`src/rtl/mem_stage_if.sv`:
```
`default_nettype none
// ============================================================================
//  Module      : mem_stage_if
//  Description : Data-memory request/acknowledge bus used by the MEM stage.
//                master: pipeline side (drives request, address, data, we)
//                slave : memory side   (drives ack and read data)
//  Signals     : dmem_req   - request, held until ack or abort
//                dmem_we    - 1 = store, 0 = load
//                dmem_addr  - word address
//                dmem_wdata - store data
//                dmem_ack   - one-cycle completion pulse
//                dmem_rdata - load data, valid with dmem_ack
//  Revision    : 1.0 - initial release
// ============================================================================
interface mem_stage_if;
    logic        dmem_req;
    logic        dmem_we;
    logic [31:0] dmem_addr;
    logic [31:0] dmem_wdata;
    logic        dmem_ack;
    logic [31:0] dmem_rdata;

    modport master (
        output dmem_req, dmem_we, dmem_addr, dmem_wdata,
        input  dmem_ack, dmem_rdata
    );

    modport slave (
        input  dmem_req, dmem_we, dmem_addr, dmem_wdata,
        output dmem_ack, dmem_rdata
    );
endinterface
`default_nettype wire

```
`src/rtl/mem_stage.sv`:
```
`default_nettype none
// ============================================================================
//  Module      : mem_stage
//  Description : MIPS memory stage. Performs word loads/stores over a
//                req/ack data bus, stalls the pipeline while the bus is
//                busy, and owns the MEM/WB pipeline register.
//  Ports       : clk, rst            - clock, async active-high reset
//                res, write_data_ex, write_register_ex, m_MEM, wb_MEM, zero
//                                    - EX/MEM register contents
//                dmem                - data-memory bus (master side)
//                stall_mem           - freeze earlier pipeline stages
//                pcsrc_mem           - branch taken
//                wb_WB, rd_WB, read_data_wb, alu_res_wb - MEM/WB register
//                write_data_reg      - write-back value (for forwarding)
//                mem_err, mem_err_addr - misalignment / bus timeout report
//  Revision    : 1.0 - initial release
// ============================================================================
module mem_stage #(
    parameter int unsigned TIMEOUT = 15
) (
    input  wire logic        clk,
    input  wire logic        rst,
    input  wire logic [31:0] res,
    input  wire logic [31:0] write_data_ex,
    input  wire logic [4:0]  write_register_ex,
    input  wire logic [2:0]  m_MEM,
    input  wire logic [1:0]  wb_MEM,
    input  wire logic        zero,
    mem_stage_if.master      dmem,
    output logic             stall_mem,
    output logic             pcsrc_mem,
    output logic [1:0]       wb_WB,
    output logic [4:0]       rd_WB,
    output logic [31:0]      read_data_wb,
    output logic [31:0]      alu_res_wb,
    output logic [31:0]      write_data_reg,
    output logic             mem_err,
    output logic [31:0]      mem_err_addr
);

    localparam logic [1:0] C_IDLE = 2'd0;
    localparam logic [1:0] C_WAIT = 2'd1;
    localparam logic [1:0] C_DONE = 2'd2;

    // Last WAIT count value before the access is abandoned.
    localparam logic [7:0] C_CNT_LAST = 8'(TIMEOUT - 1);

    logic [1:0]  state_q,      state_d;
    logic [7:0]  cnt_q,        cnt_d;
    logic        aborted_q,    aborted_d;
    logic [31:0] hold_q,       hold_d;
    logic        req_q,        req_d;
    logic        we_q,         we_d;
    logic [31:0] addr_q,       addr_d;
    logic [31:0] wdata_q,      wdata_d;
    logic [1:0]  wb_wb_q,      wb_wb_d;
    logic [4:0]  rd_wb_q,      rd_wb_d;
    logic [31:0] rdata_wb_q,   rdata_wb_d;
    logic [31:0] alu_wb_q,     alu_wb_d;
    logic        err_q,        err_d;
    logic [31:0] err_addr_q,   err_addr_d;

    logic w_mem_op;
    logic w_aligned;
    logic w_stall;

    assign w_mem_op  = m_MEM[1] | m_MEM[0];
    assign w_aligned = (res[1:0] == 2'b00);

    always_comb begin
        state_d    = state_q;
        cnt_d      = cnt_q;
        aborted_d  = aborted_q;
        hold_d     = hold_q;
        req_d      = req_q;
        we_d       = we_q;
        addr_d     = addr_q;
        wdata_d    = wdata_q;
        wb_wb_d    = wb_wb_q;
        rd_wb_d    = rd_wb_q;
        rdata_wb_d = rdata_wb_q;
        alu_wb_d   = alu_wb_q;
        err_d      = 1'b0;
        err_addr_d = err_addr_q;
        w_stall    = 1'b0;

        case (state_q)
            C_IDLE: begin
                if (!w_mem_op) begin
                    wb_wb_d  = wb_MEM;
                    rd_wb_d  = write_register_ex;
                    alu_wb_d = res;
                end else if (!w_aligned) begin
                    // Faulting access: squash write-back, no bus cycle.
                    wb_wb_d    = 2'b00;
                    err_d      = 1'b1;
                    err_addr_d = res;
                end else begin
                    w_stall   = 1'b1;
                    wb_wb_d   = 2'b00;
                    addr_d    = res;
                    we_d      = m_MEM[0];   // both bits set -> store
                    wdata_d   = write_data_ex;
                    cnt_d     = 8'd0;
                    aborted_d = 1'b0;
                    req_d     = 1'b1;
                    state_d   = C_WAIT;
                end
            end
            C_WAIT: begin
                w_stall = 1'b1;
                wb_wb_d = 2'b00;
                cnt_d   = cnt_q + 8'd1;
                // Ack takes priority over a coincident timeout.
                if (dmem.dmem_ack) begin
                    hold_d  = dmem.dmem_rdata;
                    req_d   = 1'b0;
                    state_d = C_DONE;
                end else if (cnt_q == C_CNT_LAST) begin
                    req_d     = 1'b0;
                    aborted_d = 1'b1;
                    state_d   = C_DONE;
                end
            end
            C_DONE: begin
                // EX/MEM advances on this edge, so the op is retired here
                // and never seen again in IDLE.
                wb_wb_d    = aborted_q ? 2'b00 : wb_MEM;
                rd_wb_d    = write_register_ex;
                alu_wb_d   = res;
                rdata_wb_d = hold_q;
                if (aborted_q) begin
                    err_d      = 1'b1;
                    err_addr_d = addr_q;
                end
                state_d = C_IDLE;
            end
            default: begin
                state_d = C_IDLE;
            end
        endcase
    end

    always_ff @(posedge clk or posedge rst) begin
        if (rst) begin
            state_q    <= C_IDLE;
            cnt_q      <= 8'd0;
            aborted_q  <= 1'b0;
            hold_q     <= 32'd0;
            req_q      <= 1'b0;
            we_q       <= 1'b0;
            addr_q     <= 32'd0;
            wdata_q    <= 32'd0;
            wb_wb_q    <= 2'b00;
            rd_wb_q    <= 5'd0;
            rdata_wb_q <= 32'd0;
            alu_wb_q   <= 32'd0;
            err_q      <= 1'b0;
            err_addr_q <= 32'd0;
        end else begin
            state_q    <= state_d;
            cnt_q      <= cnt_d;
            aborted_q  <= aborted_d;
            hold_q     <= hold_d;
            req_q      <= req_d;
            we_q       <= we_d;
            addr_q     <= addr_d;
            wdata_q    <= wdata_d;
            wb_wb_q    <= wb_wb_d;
            rd_wb_q    <= rd_wb_d;
            rdata_wb_q <= rdata_wb_d;
            alu_wb_q   <= alu_wb_d;
            err_q      <= err_d;
            err_addr_q <= err_addr_d;
        end
    end

    assign dmem.dmem_req   = req_q;
    assign dmem.dmem_we    = we_q;
    assign dmem.dmem_addr  = addr_q;
    assign dmem.dmem_wdata = wdata_q;

    // Reset must release the pipeline at once, even with a memory op in EX/MEM.
    assign stall_mem      = w_stall & ~rst;
    assign pcsrc_mem      = m_MEM[2] & zero;
    assign wb_WB          = wb_wb_q;
    assign rd_WB          = rd_wb_q;
    assign read_data_wb   = rdata_wb_q;
    assign alu_res_wb     = alu_wb_q;
    assign write_data_reg = wb_wb_q[0] ? rdata_wb_q : alu_wb_q;
    assign mem_err        = err_q;
    assign mem_err_addr   = err_addr_q;

endmodule
`default_nettype wire
```
`src/flat_wrapper.sv`:
```
// flat-port wrapper written by rule: the top's interface ports become plain ports
module mem_stage_flat 
#(
    parameter int unsigned TIMEOUT = 15
)
  (clk, rst, res, write_data_ex, write_register_ex, m_MEM, wb_MEM, zero, stall_mem, pcsrc_mem, wb_WB, rd_WB, read_data_wb, alu_res_wb, write_data_reg, mem_err, mem_err_addr, dmem_dmem_req, dmem_dmem_we, dmem_dmem_addr, dmem_dmem_wdata, dmem_dmem_ack, dmem_dmem_rdata);
  mem_stage_if dmem_i ();
  input  wire logic clk;
  input  wire logic rst;
  input  wire logic [31:0] res;
  input  wire logic [31:0] write_data_ex;
  input  wire logic [4:0] write_register_ex;
  input  wire logic [2:0] m_MEM;
  input  wire logic [1:0] wb_MEM;
  input  wire logic zero;
  output logic stall_mem;
  output logic pcsrc_mem;
  output logic [1:0] wb_WB;
  output logic [4:0] rd_WB;
  output logic [31:0] read_data_wb;
  output logic [31:0] alu_res_wb;
  output logic [31:0] write_data_reg;
  output logic mem_err;
  output logic [31:0] mem_err_addr;
  output wire logic [$bits(dmem_i.dmem_req)-1:0] dmem_dmem_req;
  output wire logic [$bits(dmem_i.dmem_we)-1:0] dmem_dmem_we;
  output wire logic [$bits(dmem_i.dmem_addr)-1:0] dmem_dmem_addr;
  output wire logic [$bits(dmem_i.dmem_wdata)-1:0] dmem_dmem_wdata;
  input wire logic [$bits(dmem_i.dmem_ack)-1:0] dmem_dmem_ack;
  input wire logic [$bits(dmem_i.dmem_rdata)-1:0] dmem_dmem_rdata;
  assign dmem_dmem_req = dmem_i.dmem_req;
  assign dmem_dmem_we = dmem_i.dmem_we;
  assign dmem_dmem_addr = dmem_i.dmem_addr;
  assign dmem_dmem_wdata = dmem_i.dmem_wdata;
  assign dmem_i.dmem_ack = dmem_dmem_ack;
  assign dmem_i.dmem_rdata = dmem_dmem_rdata;
  mem_stage #(.TIMEOUT(TIMEOUT)) u_core (.clk(clk), .rst(rst), .res(res), .write_data_ex(write_data_ex), .write_register_ex(write_register_ex), .m_MEM(m_MEM), .wb_MEM(wb_MEM), .zero(zero), .dmem(dmem_i), .stall_mem(stall_mem), .pcsrc_mem(pcsrc_mem), .wb_WB(wb_WB), .rd_WB(rd_WB), .read_data_wb(read_data_wb), .alu_res_wb(alu_res_wb), .write_data_reg(write_data_reg), .mem_err(mem_err), .mem_err_addr(mem_err_addr));
endmodule
```
`config.mk`:
```
export PLATFORM = sky130hd
export DESIGN_NAME = mem_stage_flat
export DESIGN_NICKNAME = d
export VERILOG_FILES = /design/src/rtl/mem_stage_if.sv /design/src/rtl/mem_stage.sv /design/src/flat_wrapper.sv
export SDC_FILE = /design/constraint.sdc
export NUM_CORES = 1
export LEC_CHECK = 0
export BUFFER_PORTS_ARGS = -buffer_cell sky130_fd_sc_hd__buf_2
export CAP_MARGIN = 15
export CORE_MARGIN = 2
export CORE_UTILIZATION = 45
export DETAILED_ROUTE_END_ITERATION = 10
export PLACE_DENSITY = 0.87
export SYNTH_ARGS = -nofsm -noshare
export SYNTH_HDL_FRONTEND = slang
export SYNTH_SLANG_ARGS = --single-unit
```
`constraint.sdc`:
```
create_clock -name clk -period 6.3 [get_ports clk]
set_input_delay 0.315 -clock clk [delete_from_list [all_inputs] [get_ports clk]]
set_output_delay 0.315 -clock clk [all_outputs]
set_load 0.02 [all_outputs]
```
==> results.json, run 1 <==
{
  "synthTopCellsByArea": "dfrtp_1 (60%), mux2_2 (17%), nand2_1 (8.4%)",
  "leakage_nw": 5.82,
  "yosysTopAreaCell": "dfrtp_1",
  "clock_path_buffers": 3,
  "min_period_ns": 3.23,
  "core_um2": 19400,
  "synthToLayoutAreaGrowth_pct": 29.8,
  "cts_buffers": 23,
  "critPathMaxStageDelay_ns": 0.42,
  "slew_violations": 0,
  "final_common_cell": "buf_2",
  "synth_edf_count": 0,
  "ir_drop_v": 0.000249,
  "cp_data_arrival_time_ns": 2.91,
  "cts_root_buffer": "clkbuf_16",
  "num_vias": 6933,
  "die_x_um": 145,
  "synth.distinct_cells": 40,
  "antenna_left": 0,
  "layout_common_cells": "buf_2 (313), dfrtp_1 (212), nand2_1 (197)",
  "ys_seq_area_share_pct": 60.0,
  "grt_pass1_wl_mm": 35.9,
  "die_area_um2": 20900,
  "cts_tree": "yes",
  "worst_hold_path_type": "primary input to flop",
  "start_kind": "flop",
  "drt_wl_total_mm": 23.7,
  "max_freq_mhz": 310,
  "pre_cts_ws_ns": 3.50,
  "tns_ns": 0,
  "grt_antenna_before_repair": 0,
  "drt_iter0_markers": 318,
  "insertion_delay_ns": 0.49,
  "synth_area_um2": 8890,
  "status": "completed",
  "drt_pass1_iterations": 4,
  "max_slew.worst_pin.slew_ns": 1.02,
  "ys_warn_count": 0,
  "netlist_instances": 754,
  "drc": 0,
  "syn_nets": 870,
  "ys_async_sr_fraction_pct": 100,
  "hold_violations": 0,
  "synth_compound_area_share_pct": 4.19,
  "timing.final.ws_setup_ns": 3.07,
  "synthAdderAreaFrac_pct": 0.845,
  "crit_fanout": 51,
  "start_util_pct": 45.8,
  "ys_ff_latch": 213,
  "whs_ns": 0.0198,
  "synth_ff_type": "dfrtp_1",
  "post_drt_via_cell_ratio": 5.14,
  "overflow": 0,
  "critPathRequiredTime_ns": 5.98,
  "post_cts_buffers": 0,
  "grt_pass1_vias": 6989,
  "die_h_um": 145,
  "synth_xor_area_share_pct": 0.0985,
  "cap_viol_max_count": 0,
  "path_class": "flop to output pin",
  "worstSetupEndpointType": "output pin",
  "antenna_cells": 0,
  "rows": 51,
  "place_congestion": 0.833,
  "cts_resized": 0,
  "fin_skew_ns": 0.00788,
  "crit_slowest_cell": "buf_4",
  "io_pins": 314,
  "cts_htree_levels": 1,
  "r2r_slack_ns": 3.52,
  "port_buffers": 313,
  "rsz0062_at_grt": "no",
  "wire_per_inst_um": 17.6,
  "synth_top_cell_area_share_pct": 60.0,
  "fill_cells": 1598,
  "cts.sinks": 213,
  "drive_above_1_share_pct": 46.4,
  "setup_viol": 0,
  "period_share_pct": 51.2,
  "synthMuxAreaShare_pct": 20.5,
  "worstPathCellList": "inv_1, ha_1, nor3b_4, nand2_2, buf_4, a21oi_1, buf_2",
  "p_per_area_nw_per_um2": 616,
  "grt_max_degree": 133,
  "path_clk_slew_ns": 0.06,
  "layout.nets": 1185,
  "relSlewSlack_pct": 31.7,
  "synth-simple-area-share_pct": 11.9,
  "synth_top_family_by_area": "multiplexers",
  "synth_area_per_cell_um2": 11.8,
  "grt.total_usage_pct": 21.9,
  "post-dp-hpwl_mm": 16.0
}
[Yosys cell counts (all sizes together), types with 2 or more instances]
master / count
nor2b: 2
mux2: 133
dfrtp: 213
or2: 2
inv: 5
buf: 33
a21oi: 42
clkbuf: 7
nand2: 199
ha: 6
nand3: 4
o21ai: 7
a22o: 3
o31ai: 2
mux2i: 32
nor2: 38
or3: 3
and2: 5
[what timing repair did]
| item | in CTS | in global routing |
|---|---|---|
| hold buffers | 11 | 0 |
| endpoints found under the hold margin | 11 | 0 |
| endpoints found under the setup margin | 0 | 0 |
[cell type report]
class / instances / area (um^2) / share of cell area [%]
Timing Repair Buffer: 330 / 1720 / 14.9
Tap cell: 265 / 332 / 2.87
Sequential cell: 213 / 5330 / 46.2
Clock inverter: 7 / 68.8 / 0.597
Multi-Input combinational cell: 496 / 3370 / 29.2
Clock buffer: 34 / 687 / 5.96
Inverter: 5 / 26.3 / 0.228
[worst max-delay path, delay by kind of cell (launching register included)]
family | cells | cell delay, ns
buffers and inverters | 3 | 0.74
AND/OR/NAND/NOR | 2 | 0.66
flip-flops | 1 | 0.41
adder cells (fa/ha/maj) | 1 | 0.40
AO/OA/AOI/OAI | 1 | 0.20
[flip-flops by register name, indices dropped and copies added, names as in the netlist]
signal                  cells
u_core.mem_err              1
u_core.hold_q              32
u_core.rd_WB                5
u_core.dmem.dmem_we         1
u_core.dmem.dmem_wdata     32
u_core.dmem.dmem_addr      32
u_core.read_data_wb        32
u_core.dmem.dmem_req        1
u_core.cnt_q                8
u_core.wb_WB                2
u_core.state_q              2
u_core.alu_res_wb          32
u_core.mem_err_addr        32
u_core.aborted_q            1
[stage by stage]
step / total power, mW / std cells / cell area, um^2 / utilization [%]
2_1_floorplan: 4.66 / 754 / 8890 / -
3_3_place_gp: 5.65 / 1298 / 10700 / 55.0
3_5_place_dp: 5.79 / 1298 / 10700 / 55.0
4_1_cts: 7.15 / 1350 / 11500 / 59.5
5_1_grt: 7.52 / 1350 / 11500 / 59.5
6_report: 7.10 / 1350 / 11500 / 59.5
[cells by family (layout without fill, tap and decap cells)]
kind of cell	count (synthesis)	after routing
buf+inv	45	376
xor+xnor	1	1
simple gates	261	261
compound gates	63	63
fa+ha+maj	6	6
flops	213	213
mux	165	165
[worst paths after layout]
kind                                                   end  cells past startpoint                        from
worst max-delay path                             stall_mem                      7           u_core.state_q[0]
worst max register to register        u_core.alu_res_wb[9]                      6           u_core.state_q[0]
worst min-delay path            u_core.dmem.dmem_wdata[27]                      3           write_data_ex[27]
max in group asynchronous          u_core.read_data_wb[14]                      3                         rst
min in group asynchronous       u_core.dmem.dmem_wdata[24]                      2                         rst
worst min register to register  u_core.dmem.dmem_wdata[20]                      2  u_core.dmem.dmem_wdata[20]
[power breakdown]
part | total [mW] | internal [mW] | switching, mW
Combinational | 3.26 | 1.31 | 1.95
Clock | 1.33 | 0.796 | 0.532
Sequential | 2.51 | 2.03 | 0.475
[per-layer routing]
metal / part of all wire (%) / wire length, um / GRT usage, % / vias to the layer above
met5: 0 / 0 / 0 / -
met1: 39 / 9270 / 26.6 / 3473
met3: 5.5 / 1300 / 3.38 / 59
met2: 52 / 12400 / 39.3 / 234
li1: - / - / - / 3167
met4: 3.3 / 793 / 8.43 / 0
No activity file was read; power rests on OpenSTA's default activity.
==> run 2: changes to the inputs <==
--- a/config.mk
+++ b/config.mk
@@ -8,9 +8,9 @@
 export BUFFER_PORTS_ARGS = -buffer_cell sky130_fd_sc_hd__buf_2
 export CAP_MARGIN = 15
 export CORE_MARGIN = 2
-export CORE_UTILIZATION = 45
+export CORE_UTILIZATION = 50
 export DETAILED_ROUTE_END_ITERATION = 10
-export PLACE_DENSITY = 0.87
+export PLACE_DENSITY = 0.91
 export SYNTH_ARGS = -nofsm -noshare
 export SYNTH_HDL_FRONTEND = slang
 export SYNTH_SLANG_ARGS = --single-unit
==> constraint.sdc (replaced) <==
create_clock -name clk -period 3.3 [get_ports clk]
set_input_delay 0.165 -clock clk [delete_from_list [all_inputs] [get_ports clk]]
set_output_delay 0.165 -clock clk [all_outputs]
set_load 0.02 [all_outputs]
==> run 2 against run 1 <==
  * Setup slack worse by 2.6 ns
  * Sequential power is 93% higher
  * Combinational power is 100% higher
  * Largest power group unchanged
  * Routed wire length is 13% higher
  * Worst hold slack better by 0.041 ns
  * Final cell count is 4.3% higher
  * Critical path type unchanged
  * Sequential share of layout area is 3.5 points lower
  * Core utilization is 12 points higher
  * Flip-flop and latch count stayed put
  * Register-to-register slack worse by 2.7 ns
  * Critical path depth is 1 lower
  * First-iteration DRC count is 54% higher
==> results.json, run 2 (synthesis results as in run 1) <==
{
  "path_clk_slew_ns": 0.06,
  "worstSetupEndpointType": "output pin",
  "die_x_um": 137,
  "place_congestion": 0.854,
  "clkPwrFrac_pct": 18.0,
  "start_kind": "flop",
  "relSlewSlack_pct": 32.4,
  "layout.nets": 1284,
  "drt_wl_total_mm": 26.8,
  "min_period_ns": 2.78,
  "period_share_pct": 84.3,
  "post_cts_buffers": 0,
  "grt_pass1_vias": 8030,
  "cts_tree": "yes",
  "port_buffers": 313,
  "p_per_area_nw_per_um2": 1110,
  "final_util_pct": 71.9,
  "post_drt_via_cell_ratio": 5.37,
  "status": "completed",
  "ir_drop_v": 0.000665,
  "rsz0062_at_grt": "no",
  "post-dp-hpwl_mm": 16.3,
  "overflow": 0,
  "critPathRequiredTime_ns": 3.13,
  "drc": 0,
  "instances_no_fill": 1408,
  "path_class": "flop to output pin",
  "core_um2": 17400,
  "fin_skew_ns": 0.0122,
  "insertion_delay_ns": 0.49,
  "crit_fanout": 23,
  "tns_ns": 0,
  "leakage_nw": 6.23,
  "timing.rr.start": "u_core.state_q[0]",
  "cts_root_buffer": "clkbuf_16",
  "io_pins": 314,
  "rows": 48,
  "slew_violations": 0,
  "grt_antenna_before_repair": 1,
  "final_common_cell": "buf_2",
  "drt_iter0_markers": 489,
  "combPwrFrac_pct": 47.0,
  "grt_max_degree": 73,
  "swShare_pct": 42.3,
  "die_area_um2": 18900,
  "hold_violations": 0,
  "wire_per_inst_um": 19.0,
  "cp_data_arrival_time_ns": 2.62,
  "seqPwrFrac_pct": 35.0,
  "cts_buffers": 23,
  "die_h_um": 137,
  "cts_htree_levels": 1,
  "worst_hold_path_type": "primary input to flop",
  "max_slew.worst_pin.slew_ns": 1.01,
  "netSwitchingPower_mw": 5.85,
  "setup_viol": 0,
  "start_util_pct": 51.2,
  "fill_cells": 1073,
  "grt.total_usage_pct": 27.7,
  "r2r_end": "u_core.dmem.dmem_addr[18]",
  "num_vias": 7565,
  "clock_path_buffers": 3,
  "synthToLayoutAreaGrowth_pct": 40.5,
  "fin_area_um2": 12500,
  "cap_viol_max_count": 0,
  "r2r_slack_ns": 0.85,
  "worstSetupStartpoint": "u_core.state_q[0]",
  "whs_ns": 0.0608,
  "layout_common_cells": "buf_2 (313), dfrtp_1 (212), nand2_1 (197)",
  "max_freq_mhz": 360,
  "drive_above_1_share_pct": 42.9,
  "grt_pass1_wl_mm": 40.6,
  "placed_area_um2": 10700,
  "cts.sinks": 213,
  "intPower_mw": 7.98,
  "crit_path_end": "stall_mem",
  "antenna_left": 0,
  "dp_cells": 1264,
  "r2r_cells": 7,
  "drt_pass1_iterations": 5
}
==> run 2: cell types whose count changed in the layout (fill, tap and decap cells not counted) <==
| cell | previous run | this run |
|---|---|---|
| buf_12 | 0 | 4 |
| clkinvlp_4 | 1 | 2 |
| buf_4 | 6 | 8 |
| dlygate4sd3_1 | 11 | 104 |
| diode_2 | 0 | 1 |
| inv_8 | 2 | 0 |
| clkbuf_8 | 7 | 6 |
==> run 2: routing by layer <==
layer  share of wire (%)  up-vias  track usage [%]  wire length (um)
li1                    -     3358                -                 -
met1                  36     3689             31.3              9650
met2                  51      395             48.5             13800
met3                 7.0      123             5.37              1870
met4                 5.7        0             16.8              1520
met5                   0        -                0                 0
==> run 2: worst min-delay path by stage <==
stage                 start                          to  cells after the start
floorplan           res[10]   u_core.dmem.dmem_addr[10]                      2
finish               res[0]        u_core.alu_res_wb[0]                      2
detailed placement      rst  u_core.dmem.dmem_wdata[15]                      2
global placement        rst  u_core.dmem.dmem_wdata[20]                      2
CTS                  res[0]        u_core.alu_res_wb[0]                      2
global route         res[0]        u_core.alu_res_wb[0]                      2
==> run 2: worst max-delay path, cell delays in order (launching register included) <==
cell and delay, ns:
dfrtp_1 0.40, inv_1 0.15, ha_1 0.39, nor3b_4 0.37
nand2_2 0.35, a21oi_1 0.28, buf_2 0.21
==> run 2: timing repair <==
| item | CTS | global route |
|---|---|---|
| resized for setup | 0 | 0 |
| hold endpoints to repair | 171 | 0 |
| hold buffers | 104 | 0 |
==> run 2: power groups by stage <==
| stage | clock (mW) | combinational [mW] | sequential, mW |
|---|---|---|---|
| 6_report | 2.49 | 6.51 | 4.84 |
| 5_1_grt | 2.64 | 6.95 | 4.98 |
| 4_1_cts | 2.52 | 6.44 | 4.78 |
| 3_5_place_dp | 0 | 6.30 | 4.80 |
| 3_3_place_gp | 0 | 6.10 | 4.72 |
| 2_1_floorplan | 0 | 3.07 | 5.83 |
==> run 2: per-stage QoR <==
step	setup slack [ns]	total power [mW]
after floorplan	0.365	8.90
after global placement	1.03	10.8
after detailed placement	0.924	11.1
after CTS	0.635	13.7
after global routing	0.377	14.6
final	0.519	13.8
==> run 2: area by class of cell <==
cell class,instances,area [um^2],area share [%]
sequential,213,5330,42.7
multi-input combinational,496,3370,27.0
timing repair buffer,429,2750,22.0
clock buffer,33,673,5.39
tap,225,282,2.25
clock inverter,6,57.6,0.461
inverter,5,22.5,0.180
antenna,1,2.50,0.0200
